## config.mk

```make
export PLATFORM = sky130hd
export DESIGN_NAME = conv_window_sequencer_flat
export DESIGN_NICKNAME = d
export VERILOG_FILES = /design/src/rtl/conv_window_sequencer_if.sv /design/src/rtl/conv_window_sequencer.sv /design/src/flat_wrapper.sv
export SDC_FILE = /design/constraint.sdc
export NUM_CORES = 1
export LEC_CHECK = 0
export CAP_MARGIN = 10
export CORE_MARGIN = 4
export CORE_UTILIZATION = 60
export CTS_CLUSTER_DIAMETER = 200
export DETAILED_ROUTE_END_ITERATION = 8
export GPL_ROUTABILITY_DRIVEN = 0
export HOLD_SLACK_MARGIN = 0.15
export PLACE_DENSITY_LB_ADDON = 0.2
export SLEW_MARGIN = 10
export SYNTH_ARGS = -nofsm -noshare
export SYNTH_HDL_FRONTEND = slang
export SYNTH_SLANG_ARGS = --single-unit
```

## constraint.sdc

```tcl
create_clock -name clk -period 21.5 [get_ports clk]
set_clock_uncertainty 0.1 [all_clocks]
set_input_delay 4.3 -clock clk [delete_from_list [all_inputs] [get_ports clk]]
set_output_delay 4.3 -clock clk [all_outputs]
set_load 0.01 [all_outputs]
```

## src/rtl/conv_window_sequencer_if.sv

```systemverilog
// Bundle of the convolution sequencer's control, RAM read ports and MAC stream.
// master is the sequencer side; slave is the RAM/MAC/controller side.
interface conv_window_sequencer_if #(
  parameter int DATA_W = 8,
  parameter int BANKS  = 4,
  parameter int IMG_AW = 10,
  parameter int WGT_AW = 15,
  parameter int OUT_AW = 14
);
  logic                    start;
  logic                    cfg_stride2;
  logic                    busy;
  logic                    done;
  logic [IMG_AW-1:0]       img_addr;
  logic [BANKS*DATA_W-1:0] img_rdata;
  logic [WGT_AW-1:0]       wgt_addr;
  logic [DATA_W-1:0]       wgt_rdata;
  logic                    out_valid;
  logic                    out_ready;
  logic [DATA_W-1:0]       out_pix;
  logic [DATA_W-1:0]       out_wgt;
  logic                    out_first;
  logic                    out_last;
  logic [OUT_AW-1:0]       out_wb_addr;

  modport master (
    input  start, cfg_stride2, img_rdata, wgt_rdata, out_ready,
    output busy, done, img_addr, wgt_addr, out_valid, out_pix, out_wgt,
           out_first, out_last, out_wb_addr
  );

  modport slave (
    output start, cfg_stride2, img_rdata, wgt_rdata, out_ready,
    input  busy, done, img_addr, wgt_addr, out_valid, out_pix, out_wgt,
           out_first, out_last, out_wb_addr
  );
endinterface

```

## src/rtl/conv_window_sequencer.sv

```systemverilog
// Walks a KxKxIN_CH window per output pixel over a bank-interleaved image and
// streams (pixel, weight) beats with first/last markers to the MAC array.
module conv_window_sequencer #(
  parameter int DATA_W = 8,
  parameter int BANKS  = 4,
  parameter int IMG_W  = 28,
  parameter int IMG_H  = 28,
  parameter int K      = 3,
  parameter int IN_CH  = 1,
  parameter int OUT_CH = 1,
  parameter int IMG_AW = 10,
  parameter int WGT_AW = 15,
  parameter int OUT_AW = 14
) (
  input logic                    clk,
  input logic                    reset,
  conv_window_sequencer_if.master bus
);
  localparam int CW    = 16;
  localparam int BSH   = (BANKS > 1) ? $clog2(BANKS) : 0;
  localparam int BW    = (BANKS > 1) ? BSH : 1;
  localparam int PLANE = ((IMG_H + BANKS - 1) / BANKS) * IMG_W;
  localparam int OH1   = IMG_H - K + 1;
  localparam int OW1   = IMG_W - K + 1;
  localparam int OH2   = (IMG_H - K) / 2 + 1;
  localparam int OW2   = (IMG_W - K) / 2 + 1;

  typedef enum logic [1:0] {IDLE, RUN, DRAIN, DONE} state_t;
  state_t state_reg, state_next;

  logic [CW-1:0] oc_reg, r_reg, c_reg, ic_reg, kr_reg, kc_reg, pix_reg;
  logic [CW-1:0] oc_next, r_next, c_next, ic_next, kr_next, kc_next, pix_next;
  logic [CW-1:0] oh_m1, ow_m1;
  logic          stride_reg, stride_sel;
  logic          load, step, adv, accept, out_valid, busy, done;
  logic          pix_end, final_beat;
  logic [31:0]   row, col;

  logic [IMG_AW-1:0] img_addr_reg, img_addr_next;
  logic [WGT_AW-1:0] wgt_addr_reg, wgt_addr_next;
  logic [BW-1:0]     bank_a_reg, bank_a_next, bank_d_reg;
  logic              first_a_reg, last_a_reg, first_d_reg, last_d_reg, d_valid_reg;
  logic [OUT_AW-1:0] wb_a_reg, wb_d_reg, h_wb_reg;
  logic              h_valid_reg, h_first_reg, h_last_reg;
  logic [DATA_W-1:0] h_pix_reg, h_wgt_reg, live_pix;
  logic [BANKS-1:0][DATA_W-1:0] bank_word;

  assign oh_m1      = stride_reg ? CW'(OH2 - 1) : CW'(OH1 - 1);
  assign ow_m1      = stride_reg ? CW'(OW2 - 1) : CW'(OW1 - 1);
  assign pix_end    = (kc_reg == CW'(K - 1)) && (kr_reg == CW'(K - 1)) && (ic_reg == CW'(IN_CH - 1));
  assign final_beat = pix_end && (c_reg == ow_m1) && (r_reg == oh_m1) && (oc_reg == CW'(OUT_CH - 1));
  assign out_valid  = h_valid_reg | d_valid_reg;
  assign accept     = out_valid & bus.out_ready;
  // A new address may go out only if its data will have somewhere to land next cycle.
  assign adv        = bus.out_ready | ~out_valid;

  always_ff @(posedge clk or posedge reset) begin
    if (reset) state_reg <= IDLE;
    else       state_reg <= state_next;
  end

  always_comb begin
    state_next = state_reg;
    load = 1'b0;
    step = 1'b0;
    busy = 1'b0;
    done = 1'b0;
    case (state_reg)
      IDLE:  if (bus.start) begin state_next = RUN; load = 1'b1; end
      RUN: begin
        busy = 1'b1;
        if (adv) begin
          step = 1'b1;
          if (final_beat) state_next = DRAIN;
        end
      end
      DRAIN: begin
        busy = 1'b1;
        if (accept) state_next = DONE;
      end
      DONE: begin done = 1'b1; state_next = IDLE; end
      default: state_next = IDLE;
    endcase
  end

  always_comb begin
    oc_next = oc_reg; r_next = r_reg; c_next = c_reg; ic_next = ic_reg;
    kr_next = kr_reg; kc_next = kc_reg; pix_next = pix_reg;
    if (load || (step && final_beat)) begin
      oc_next = '0; r_next = '0; c_next = '0; ic_next = '0;
      kr_next = '0; kc_next = '0; pix_next = '0;
    end else if (step) begin
      if (kc_reg != CW'(K - 1)) kc_next = kc_reg + 1'b1;
      else begin
        kc_next = '0;
        if (kr_reg != CW'(K - 1)) kr_next = kr_reg + 1'b1;
        else begin
          kr_next = '0;
          if (ic_reg != CW'(IN_CH - 1)) ic_next = ic_reg + 1'b1;
          else begin
            ic_next  = '0;
            pix_next = pix_reg + 1'b1;
            if (c_reg != ow_m1) c_next = c_reg + 1'b1;
            else begin
              c_next = '0;
              if (r_reg != oh_m1) r_next = r_reg + 1'b1;
              else begin r_next = '0; oc_next = oc_reg + 1'b1; end
            end
          end
        end
      end
    end
  end

  // Stride 2 is a left shift of the output coordinate; bank/row split is a mask/shift.
  always_comb begin
    stride_sel    = load ? bus.cfg_stride2 : stride_reg;
    row           = (32'(r_next) << stride_sel) + 32'(kr_next);
    col           = (32'(c_next) << stride_sel) + 32'(kc_next);
    img_addr_next = IMG_AW'(32'(ic_next) * PLANE + (row >> BSH) * IMG_W + col);
    bank_a_next   = BW'(row & 32'(BANKS - 1));
    wgt_addr_next = WGT_AW'(((32'(oc_next) * IN_CH + 32'(ic_next)) * K + 32'(kr_next)) * K + 32'(kc_next));
  end

  always_ff @(posedge clk or posedge reset) begin
    if (reset) begin
      {oc_reg, r_reg, c_reg, ic_reg, kr_reg, kc_reg, pix_reg} <= '0;
      stride_reg <= 1'b0; img_addr_reg <= '0; wgt_addr_reg <= '0; bank_a_reg <= '0;
      first_a_reg <= 1'b0; last_a_reg <= 1'b0; wb_a_reg <= '0;
    end else if (load || step) begin
      oc_reg <= oc_next; r_reg <= r_next; c_reg <= c_next; ic_reg <= ic_next;
      kr_reg <= kr_next; kc_reg <= kc_next; pix_reg <= pix_next;
      if (load) stride_reg <= bus.cfg_stride2;
      img_addr_reg <= img_addr_next;
      wgt_addr_reg <= wgt_addr_next;
      bank_a_reg   <= bank_a_next;
      first_a_reg  <= (ic_next == '0) && (kr_next == '0) && (kc_next == '0);
      last_a_reg   <= (ic_next == CW'(IN_CH - 1)) && (kr_next == CW'(K - 1)) && (kc_next == CW'(K - 1));
      wb_a_reg     <= OUT_AW'(pix_next);
    end
  end

  // Data stage: metadata follows the address by one cycle to meet the RAM output.
  always_ff @(posedge clk or posedge reset) begin
    if (reset) begin
      d_valid_reg <= 1'b0; bank_d_reg <= '0; first_d_reg <= 1'b0;
      last_d_reg <= 1'b0; wb_d_reg <= '0;
    end else begin
      d_valid_reg <= adv && (state_reg == RUN);
      if (adv) begin
        bank_d_reg <= bank_a_reg; first_d_reg <= first_a_reg;
        last_d_reg <= last_a_reg; wb_d_reg <= wb_a_reg;
      end
    end
  end

  for (genvar gi = 0; gi < BANKS; gi++) begin : g_bank
    assign bank_word[gi] = (32'(bank_d_reg) == gi) ? bus.img_rdata[gi*DATA_W +: DATA_W] : '0;
  end

  always_comb begin
    live_pix = '0;
    for (int i = 0; i < BANKS; i++) live_pix = live_pix | bank_word[i];
  end

  // Holding register catches a stalled live beat so the RAMs need not be re-read.
  always_ff @(posedge clk or posedge reset) begin
    if (reset) begin
      h_valid_reg <= 1'b0; h_pix_reg <= '0; h_wgt_reg <= '0;
      h_first_reg <= 1'b0; h_last_reg <= 1'b0; h_wb_reg <= '0;
    end else if (h_valid_reg) begin
      if (bus.out_ready) h_valid_reg <= 1'b0;
    end else if (d_valid_reg && !bus.out_ready) begin
      h_valid_reg <= 1'b1; h_pix_reg <= live_pix; h_wgt_reg <= bus.wgt_rdata;
      h_first_reg <= first_d_reg; h_last_reg <= last_d_reg; h_wb_reg <= wb_d_reg;
    end
  end

  assign bus.busy        = busy;
  assign bus.done        = done;
  assign bus.img_addr    = img_addr_reg;
  assign bus.wgt_addr    = wgt_addr_reg;
  assign bus.out_valid   = out_valid;
  assign bus.out_pix     = h_valid_reg ? h_pix_reg   : (d_valid_reg ? live_pix      : '0);
  assign bus.out_wgt     = h_valid_reg ? h_wgt_reg   : (d_valid_reg ? bus.wgt_rdata : '0);
  assign bus.out_first   = h_valid_reg ? h_first_reg : (d_valid_reg & first_d_reg);
  assign bus.out_last    = h_valid_reg ? h_last_reg  : (d_valid_reg & last_d_reg);
  assign bus.out_wb_addr = h_valid_reg ? h_wb_reg    : (d_valid_reg ? wb_d_reg      : '0);
endmodule
```

## src/flat_wrapper.sv

```systemverilog
// flat-port wrapper written by rule: the top's interface ports become plain ports
module conv_window_sequencer_flat 
#(
  parameter int DATA_W = 8,
  parameter int BANKS  = 4,
  parameter int IMG_W  = 28,
  parameter int IMG_H  = 28,
  parameter int K      = 3,
  parameter int IN_CH  = 1,
  parameter int OUT_CH = 1,
  parameter int IMG_AW = 10,
  parameter int WGT_AW = 15,
  parameter int OUT_AW = 14
)
  (clk, reset, bus_start, bus_cfg_stride2, bus_img_rdata, bus_wgt_rdata, bus_out_ready, bus_busy, bus_done, bus_img_addr, bus_wgt_addr, bus_out_valid, bus_out_pix, bus_out_wgt, bus_out_first, bus_out_last, bus_out_wb_addr);
  conv_window_sequencer_if #(.DATA_W(DATA_W), .BANKS(BANKS), .IMG_AW(IMG_AW), .WGT_AW(WGT_AW), .OUT_AW(OUT_AW)) bus_i ();
  input logic clk;
  input logic reset;
  input wire logic [$bits(bus_i.start)-1:0] bus_start;
  input wire logic [$bits(bus_i.cfg_stride2)-1:0] bus_cfg_stride2;
  input wire logic [$bits(bus_i.img_rdata)-1:0] bus_img_rdata;
  input wire logic [$bits(bus_i.wgt_rdata)-1:0] bus_wgt_rdata;
  input wire logic [$bits(bus_i.out_ready)-1:0] bus_out_ready;
  output wire logic [$bits(bus_i.busy)-1:0] bus_busy;
  output wire logic [$bits(bus_i.done)-1:0] bus_done;
  output wire logic [$bits(bus_i.img_addr)-1:0] bus_img_addr;
  output wire logic [$bits(bus_i.wgt_addr)-1:0] bus_wgt_addr;
  output wire logic [$bits(bus_i.out_valid)-1:0] bus_out_valid;
  output wire logic [$bits(bus_i.out_pix)-1:0] bus_out_pix;
  output wire logic [$bits(bus_i.out_wgt)-1:0] bus_out_wgt;
  output wire logic [$bits(bus_i.out_first)-1:0] bus_out_first;
  output wire logic [$bits(bus_i.out_last)-1:0] bus_out_last;
  output wire logic [$bits(bus_i.out_wb_addr)-1:0] bus_out_wb_addr;
  assign bus_i.start = bus_start;
  assign bus_i.cfg_stride2 = bus_cfg_stride2;
  assign bus_i.img_rdata = bus_img_rdata;
  assign bus_i.wgt_rdata = bus_wgt_rdata;
  assign bus_i.out_ready = bus_out_ready;
  assign bus_busy = bus_i.busy;
  assign bus_done = bus_i.done;
  assign bus_img_addr = bus_i.img_addr;
  assign bus_wgt_addr = bus_i.wgt_addr;
  assign bus_out_valid = bus_i.out_valid;
  assign bus_out_pix = bus_i.out_pix;
  assign bus_out_wgt = bus_i.out_wgt;
  assign bus_out_first = bus_i.out_first;
  assign bus_out_last = bus_i.out_last;
  assign bus_out_wb_addr = bus_i.out_wb_addr;
  conv_window_sequencer #(.DATA_W(DATA_W), .BANKS(BANKS), .IMG_W(IMG_W), .IMG_H(IMG_H), .K(K), .IN_CH(IN_CH), .OUT_CH(OUT_CH), .IMG_AW(IMG_AW), .WGT_AW(WGT_AW), .OUT_AW(OUT_AW)) u_core (.clk(clk), .reset(reset), .bus(bus_i));
endmodule
```

==> qor.yml, run 1 <==
timing.hold.worst.class: "flip-flop to flip-flop"
core-area_sq_mm: 0.0237
grt_pass1_wl_microns: 60000
synth.largest_area_cell: "sky130_fd_sc_hd__dfrtp_1"
worst_path_most_repeated_cell: "sky130_fd_sc_hd__ha_1"
initialDrtViolationCount: 995
antenna_found_initial: 0
cts_hold_buf: 0
p_clk_share_pct: 33.1
criticalPathCategory: "primary input to flip-flop"
power-per-cell-area_mw_per_mm2: 62.6
power.combinational.fraction_pct: 25.6
synth.ff_latch_count: 194
global_route.usage.total_pct: 27.9
yosysSeqAreaShare_pct: 33.3
crit_path_max_incr_delay_ns: 0.69
crit_fanout: 26
number_of_top_level_pins: 105
die_height_microns: 164
netSwitchingFraction_pct: 34.1
stdcell_count: 2039
route.vias.total: 12122
cts_max_path_buffers: 2
cts.htree.levels: 4
internal_power_mw: 0.680
remaining_design_rule_violation_count: 0
synthesis.nets: 1822
root_buffer: "sky130_fd_sc_hd__clkbuf_16"
fin_worst_hold_slack_ns: 0.377
outcome: "completed"
synth.cell_area_sq_mm: 0.0146
netSwitchingPower_mw: 0.352
initial_utilization_pct: 61.5
drt.antenna.violating_nets: 0
power.ir.vdd_worst_uv: 53.6
worstPathRequired_ns: 21.73
crit_buf_inv: 4
ys.flop_type: "sky130_fd_sc_hd__dfrtp_1"
syn2layout_area_growth_pct: 13.3
grt_setup_unrepaired: "false"
clkSinkCount: 194
cts.repair.resized: 0
min_period_ns: 13.27
post_route_cells_drive_above_1_share_pct: 6.86
netlist_instances: 1633
critical_path.endpoint_type: "flip-flop"
syn_area_per_cell_sq_um: 8.92
die_w_microns: 164
share_seq_of_total_power_pct: 41.2
fin_tns_setup_ns: 0
drt_pass1_iterations: 5
critPathSlowestCell: "sky130_fd_sc_hd__or2_1"
grt_pass1_vias: 11941
fraction_of_registers_with_async_set_or_reset_after_synthesis_pct: 100
port_buffers: 104
dpl.cell_count: 2007
wl_per_cell_microns: 18.0
critPathArrivalTime_ns: 13.50
path_delay_family: "simple AND/OR/NAND/NOR gates"
maxCapViolCount: 0
critical_path.startpoint_type: "primary input"
viasPerCell: 5.95
clkTransAtPathRegs_ns: 0.09
final_net_count: 1896
timing.final.setup_violations: 0
post-route-period-util_pct: 61.7
synth.top_cells.by_area: "sky130_fd_sc_hd__dfrtp_1, sky130_fd_sc_hd__ha_1, sky130_fd_sc_hd__fa_1, sky130_fd_sc_hd__nor2_1, sky130_fd_sc_hd__nand2_1"
postRouteWirelength_microns: 36700
hold_viol: 0
synth-warning-count: 0
synth-edff-count: 0
placementRows: 56
hpwl_microns: 28100
synth_top_area_share_pct: 33.3
die_area_sq_mm: 0.0268
clock.fmax_mhz: 75.3
cts_tree: "built"
synth.lib_cells_used.distinct: 70
power.static_leakage_nw: 8.02
grt_remaining_overflow: 0
cts_setup_buffers: 0
slew-limit-headroom_pct: 23.9
timing.final.max_slew_violations: 0
yosys-top-cells-count: "sky130_fd_sc_hd__nor2_1, sky130_fd_sc_hd__dfrtp_1, sky130_fd_sc_hd__nand2_1"
cts_inserted_buffers: 17
num_antenna_cells: 0
clk_latency_ns: 0.46
grt_start_max_net_pins: 131
worst-slew-pin-transition_ns: 1.14
synth_most_common_cell: "sky130_fd_sc_hd__nor2_1"
-- worst min-delay path, cell delays in order, from the launching register on --
cell	delay [ns]
sky130_fd_sc_hd__dfrtp_1	0.35
sky130_fd_sc_hd__nand2_1	0.05
sky130_fd_sc_hd__nand2_1	0.05
-- kinds of logic after synthesis --
family | Yosys count | share of synthesized area (%)
AND/OR/NAND/NOR | 653 | 21.5
AO/OA/AOI/OAI | 261 | 11.7
flip-flops | 194 | 33.3
buffers and inverters | 175 | 4.63
XOR/XNOR | 152 | 9.52
adder cells (fa/ha/maj) | 144 | 14.6
multiplexers | 54 | 4.70
-- power by group through the flow --
stage	registers, mW	logic [mW]	clock network [mW]
3_3_place_gp	0.430	0.257	0
4_1_cts	0.425	0.266	0.346
2_1_floorplan	0.429	0.164	0
5_1_grt	0.430	0.294	0.364
6_report	0.425	0.265	0.342
3_5_place_dp	0.432	0.263	0
-- cell usage in the layout, fill, tap and decap left out, drive strengths merged, types with 34 or more instances in the layout --
cell	n
nand3	48
a21oi	79
mux2	35
nor2	209
o21ai	56
dfrtp	194
xnor2	76
clkdlybuf4s50	104
fa	44
nand2	194
nor3	34
inv	126
ha	100
nand4	37
xor2	72
-- cell type report --
class,instances,area (sq um)
well taps,319,399
flip-flops and latches,194,4850
fillers,1916,7190
clock inverters,15,208
repair buffers,115,1120
inverters,115,439
clock buffers,17,425
multi-input cells,1264,9040
-- path summary, 6_finish.rpt --
| kind | cells past startpoint | from | slack (ns) | endpoint |
|---|---|---|---|---|
| max | 34 | bus_out_ready | 8.23 | u_core.bus.wgt_addr[14]$_DFFE_PP0P_ |
| min | 2 | u_core.bus.wgt_addr[0]$_DFFE_PP0P_ | 0.38 | u_core.bus.wgt_addr[0]$_DFFE_PP0P_ |
| max reg2reg | 36 | u_core.kr_reg[0]$_DFFE_PP0P_ | 11.65 | u_core.bus.wgt_addr[14]$_DFFE_PP0P_ |
| min reg2reg | 2 | u_core.bus.wgt_addr[0]$_DFFE_PP0P_ | 0.38 | u_core.bus.wgt_addr[0]$_DFFE_PP0P_ |
| max in group asynchronous | 3 | reset | 15.58 | u_core.r_reg[3]$_DFFE_PP0P_ |
| min in group asynchronous | 2 | reset | 4.32 | u_core.kc_reg[10]$_DFFE_PP0P_ |
-- per-layer routing --
metal / wire length, microns / vias to the layer above / GRT usage (%)
met1: 15400 / 5848 / 37.0
li1: - / 5793 / -
met5: 0 / - / 0
met4: 1150 / 0 / 9.53
met3: 2790 / 78 / 5.27
met2: 17300 / 403 / 46.4
-- metrics by stage --
step | cell area (sq um) | setup WS (ns) | power, mW | utilization, %
floorplan | 14600 | 9.69 | 0.593 | -
global placement | 15900 | 8.28 | 0.687 | 67.0
detailed placement | 15900 | 7.91 | 0.695 | 67.0
CTS | 16500 | 8.30 | 1.04 | 69.6
global route | 16500 | 7.37 | 1.09 | 69.6
finish | 16500 | 8.23 | 1.03 | 69.6
No activity file was read; power rests on OpenSTA's default activity.
==> inputs of run 2 (changes only) <==
--- a/config.mk
+++ b/config.mk
@@ -7,7 +7,7 @@
 export LEC_CHECK = 0
 export CAP_MARGIN = 10
 export CORE_MARGIN = 4
-export CORE_UTILIZATION = 60
+export CORE_UTILIZATION = 55
 export CTS_CLUSTER_DIAMETER = 200
 export DETAILED_ROUTE_END_ITERATION = 8
 export GPL_ROUTABILITY_DRIVEN = 0
==> constraint.sdc (replaced) <==
create_clock -name clk -period 11.15 [get_ports clk]
set_clock_uncertainty 0.1 [all_clocks]
set_input_delay 2.23 -clock clk [delete_from_list [all_inputs] [get_ports clk]]
set_output_delay 2.23 -clock clk [all_outputs]
set_load 0.01 [all_outputs]
==> run 2 against run 1 <==
Sequential share of layout area decreased by 0.17 points. Worst hold slack got worse by 0.0060 ns. Via count increased by 0.26%. Highest routed layer unchanged. Setup slack got worse by 7.5 ns. Critical path type unchanged.
==> qor.yml, run 2 (synthesis gave the netlist of run 1 again) <==
clk_latency_ns: 0.45  # was 0.46 ns
min_period_ns: 10.38
post-route-period-util_pct: 93.1
reg2reg_setup_slack_ns: 1.93  # was 11.65 ns
initial_utilization_pct: 55.9  # was 61.5%
grt_remaining_overflow: 0  # unchanged
clock.fmax_mhz: 96.3
route.vias.total: 12154  # was 12,122
power-per-cell-area_mw_per_mm2: 121  # was 62.6 mW/mm^2
root_buffer: "sky130_fd_sc_hd__clkbuf_16"  # unchanged
final_net_count: 1903  # was 1,896
cts.repair.resized: 0  # unchanged
grt_pass1_wl_microns: 60400  # was 60,000 microns
syn2layout_area_growth_pct: 13.9  # was 13.3%
timing.hold.worst.class: "flip-flop to flip-flop"  # unchanged
wl_per_cell_microns: 17.7  # was 18.0 microns
critPathArrivalTime_ns: 10.62  # was 13.50 ns
post_route_cells_drive_above_1_share_pct: 7.24  # was 6.86%
number_of_top_level_pins: 105  # unchanged
worstPathRequired_ns: 11.39  # was 21.73 ns
drt.antenna.violating_nets: 0  # unchanged
die_area_sq_mm: 0.0291  # was 0.0268 sq mm
criticalPathCategory: "primary input to flip-flop"  # unchanged
timing.final.max_slew_violations: 0  # unchanged
remaining_design_rule_violation_count: 0  # unchanged
cts_hold_buf: 0  # unchanged
placementRows: 59  # was 56
postRouteWirelength_microns: 36400  # was 36,700 microns
die_w_microns: 171  # was 164 microns
drt_pass1_iterations: 5  # unchanged
antenna_found_initial: 0  # unchanged
critPathSlowestCell: "sky130_fd_sc_hd__fa_1"  # was sky130_fd_sc_hd__or2_1
worst_path_most_repeated_cell: "sky130_fd_sc_hd__inv_1"  # was sky130_fd_sc_hd__ha_1
hpwl_microns: 28000  # was 28,100 microns
outcome: "completed"  # unchanged
dpl.cell_count: 2030  # was 2,007
timing.final.setup_violations: 0  # unchanged
path_delay_family: "adder cells"  # was simple AND/OR/NAND/NOR gates
clkTransAtPathRegs_ns: 0.09  # about the same
core-area_sq_mm: 0.0261  # was 0.0237 sq mm
viasPerCell: 5.89  # was 5.95
worst-slew-pin-transition_ns: 1.21  # was 1.14 ns
die_height_microns: 171  # was 164 microns
fin_tns_setup_ns: 0  # unchanged
cts_tree: "built"  # unchanged
critical_path.endpoint_type: "flip-flop"  # unchanged
num_antenna_cells: 0  # unchanged
cts_inserted_buffers: 17  # unchanged
port_buffers: 104  # unchanged
clkSinkCount: 194  # unchanged
cts_setup_buffers: 0  # unchanged
grt_pass1_vias: 12086  # was 11,941
maxCapViolCount: 0  # unchanged
initialDrtViolationCount: 944  # was 995
slew-limit-headroom_pct: 18.9  # was 23.9%
grt_start_max_net_pins: 126  # was 131
hold_viol: 0  # unchanged
crit_fanout: 12  # was 26
mostFrequentLayoutCells: "sky130_fd_sc_hd__nor2_1, sky130_fd_sc_hd__nand2_1, sky130_fd_sc_hd__dfrtp_1"  # unchanged
cts_max_path_buffers: 2  # unchanged
cts.htree.levels: 4  # unchanged
critical_path.startpoint_type: "primary input"  # unchanged
grt_setup_unrepaired: "false"  # unchanged
crit_buf_inv: 8  # was 4
mostFrequentLayoutCell: "sky130_fd_sc_hd__nor2_1"  # unchanged
stdcell_count: 2062  # was 2,039
power.static_leakage_nw: 8.06  # was 8.02 nW
crit_path_max_incr_delay_ns: 0.52  # was 0.69 ns
power.ir.vdd_worst_uv: 80.0  # was 53.6 uV
global_route.usage.total_pct: 25.5  # was 27.9%
-- run 2: cell types whose count changed in the layout (fill, tap and decap cells not counted) --
| cell | before | now |
|---|---|---|
| sky130_fd_sc_hd__inv_6 | 4 | 2 |
| sky130_fd_sc_hd__clkinv_8 | 4 | 6 |
| sky130_fd_sc_hd__inv_16 | 1 | 3 |
| sky130_fd_sc_hd__inv_12 | 4 | 2 |
| sky130_fd_sc_hd__buf_4 | 11 | 18 |
-- run 2: metal layers --
metal | vias to the layer above | global-route usage [%] | wire length (microns)
li1 | 5814 | - | -
met1 | 5847 | 34.2 | 15700
met2 | 417 | 41.6 | 16900
met3 | 76 | 4.97 | 2730
met4 | 0 | 8.72 | 1120
met5 | - | 0 | 0
-- run 2: where the power goes --
group / switching, mW / internal (mW)
Sequential: 0.0556 / 0.763
Combinational: 0.273 / 0.237
Clock: 0.352 / 0.320
-- run 2: metrics by stage --
step	hold slack [ns]	power (mW)	cell area (sq um)	util (%)	worst slack [ns]
2_1_floorplan	0.339	1.14	14600	-	1.41
3_3_place_gp	0.349	1.33	15900	61.1	0.653
3_5_place_dp	0.358	1.34	15900	61.1	0.467
4_1_cts	0.377	2.02	16600	63.7	0.872
5_1_grt	0.416	2.11	16600	63.7	0.227
6_report	0.371	2.00	16600	63.7	0.769
-- run 2: final cells by class --
cell class / count / area, sq um
Timing Repair Buffer: 122 / 1180
Clock buffer: 17 / 425
Tap cell: 335 / 419
Clock inverter: 15 / 230
Fill cell: 2164 / 9470
Sequential cell: 194 / 4850
Inverter: 115 / 439
Multi-Input combinational cell: 1264 / 9040
-- run 2: worst paths after layout --
| kind | from | endpoint | depth (start not counted) |
|---|---|---|---|
| max | bus_out_ready | u_core.bus.wgt_addr[14]$_DFFE_PP0P_ | 36 |
| min | u_core.bank_a_reg[1]$_DFFE_PP0P_ | u_core.bank_a_reg[1]$_DFFE_PP0P_ | 2 |
| max in group asynchronous | reset | u_core.c_reg[7]$_DFFE_PP0P_ | 3 |
| min in group asynchronous | reset | u_core.kc_reg[7]$_DFFE_PP0P_ | 2 |
| min reg2reg | u_core.bank_a_reg[1]$_DFFE_PP0P_ | u_core.bank_a_reg[1]$_DFFE_PP0P_ | 2 |
| max reg2reg | u_core.kr_reg[0]$_DFFE_PP0P_ | u_core.bus.wgt_addr[14]$_DFFE_PP0P_ | 33 |
-- run 2: worst reg2reg max path: cells and delay by family, from the launching register on --
kind,cells,cell delay [ns]
mux,1,0.27
buf+inv,4,1.04
flops,1,0.47
simple gates,8,2.15
fa+ha+maj,6,1.69
xor+xnor,7,1.73
compound gates,7,1.68
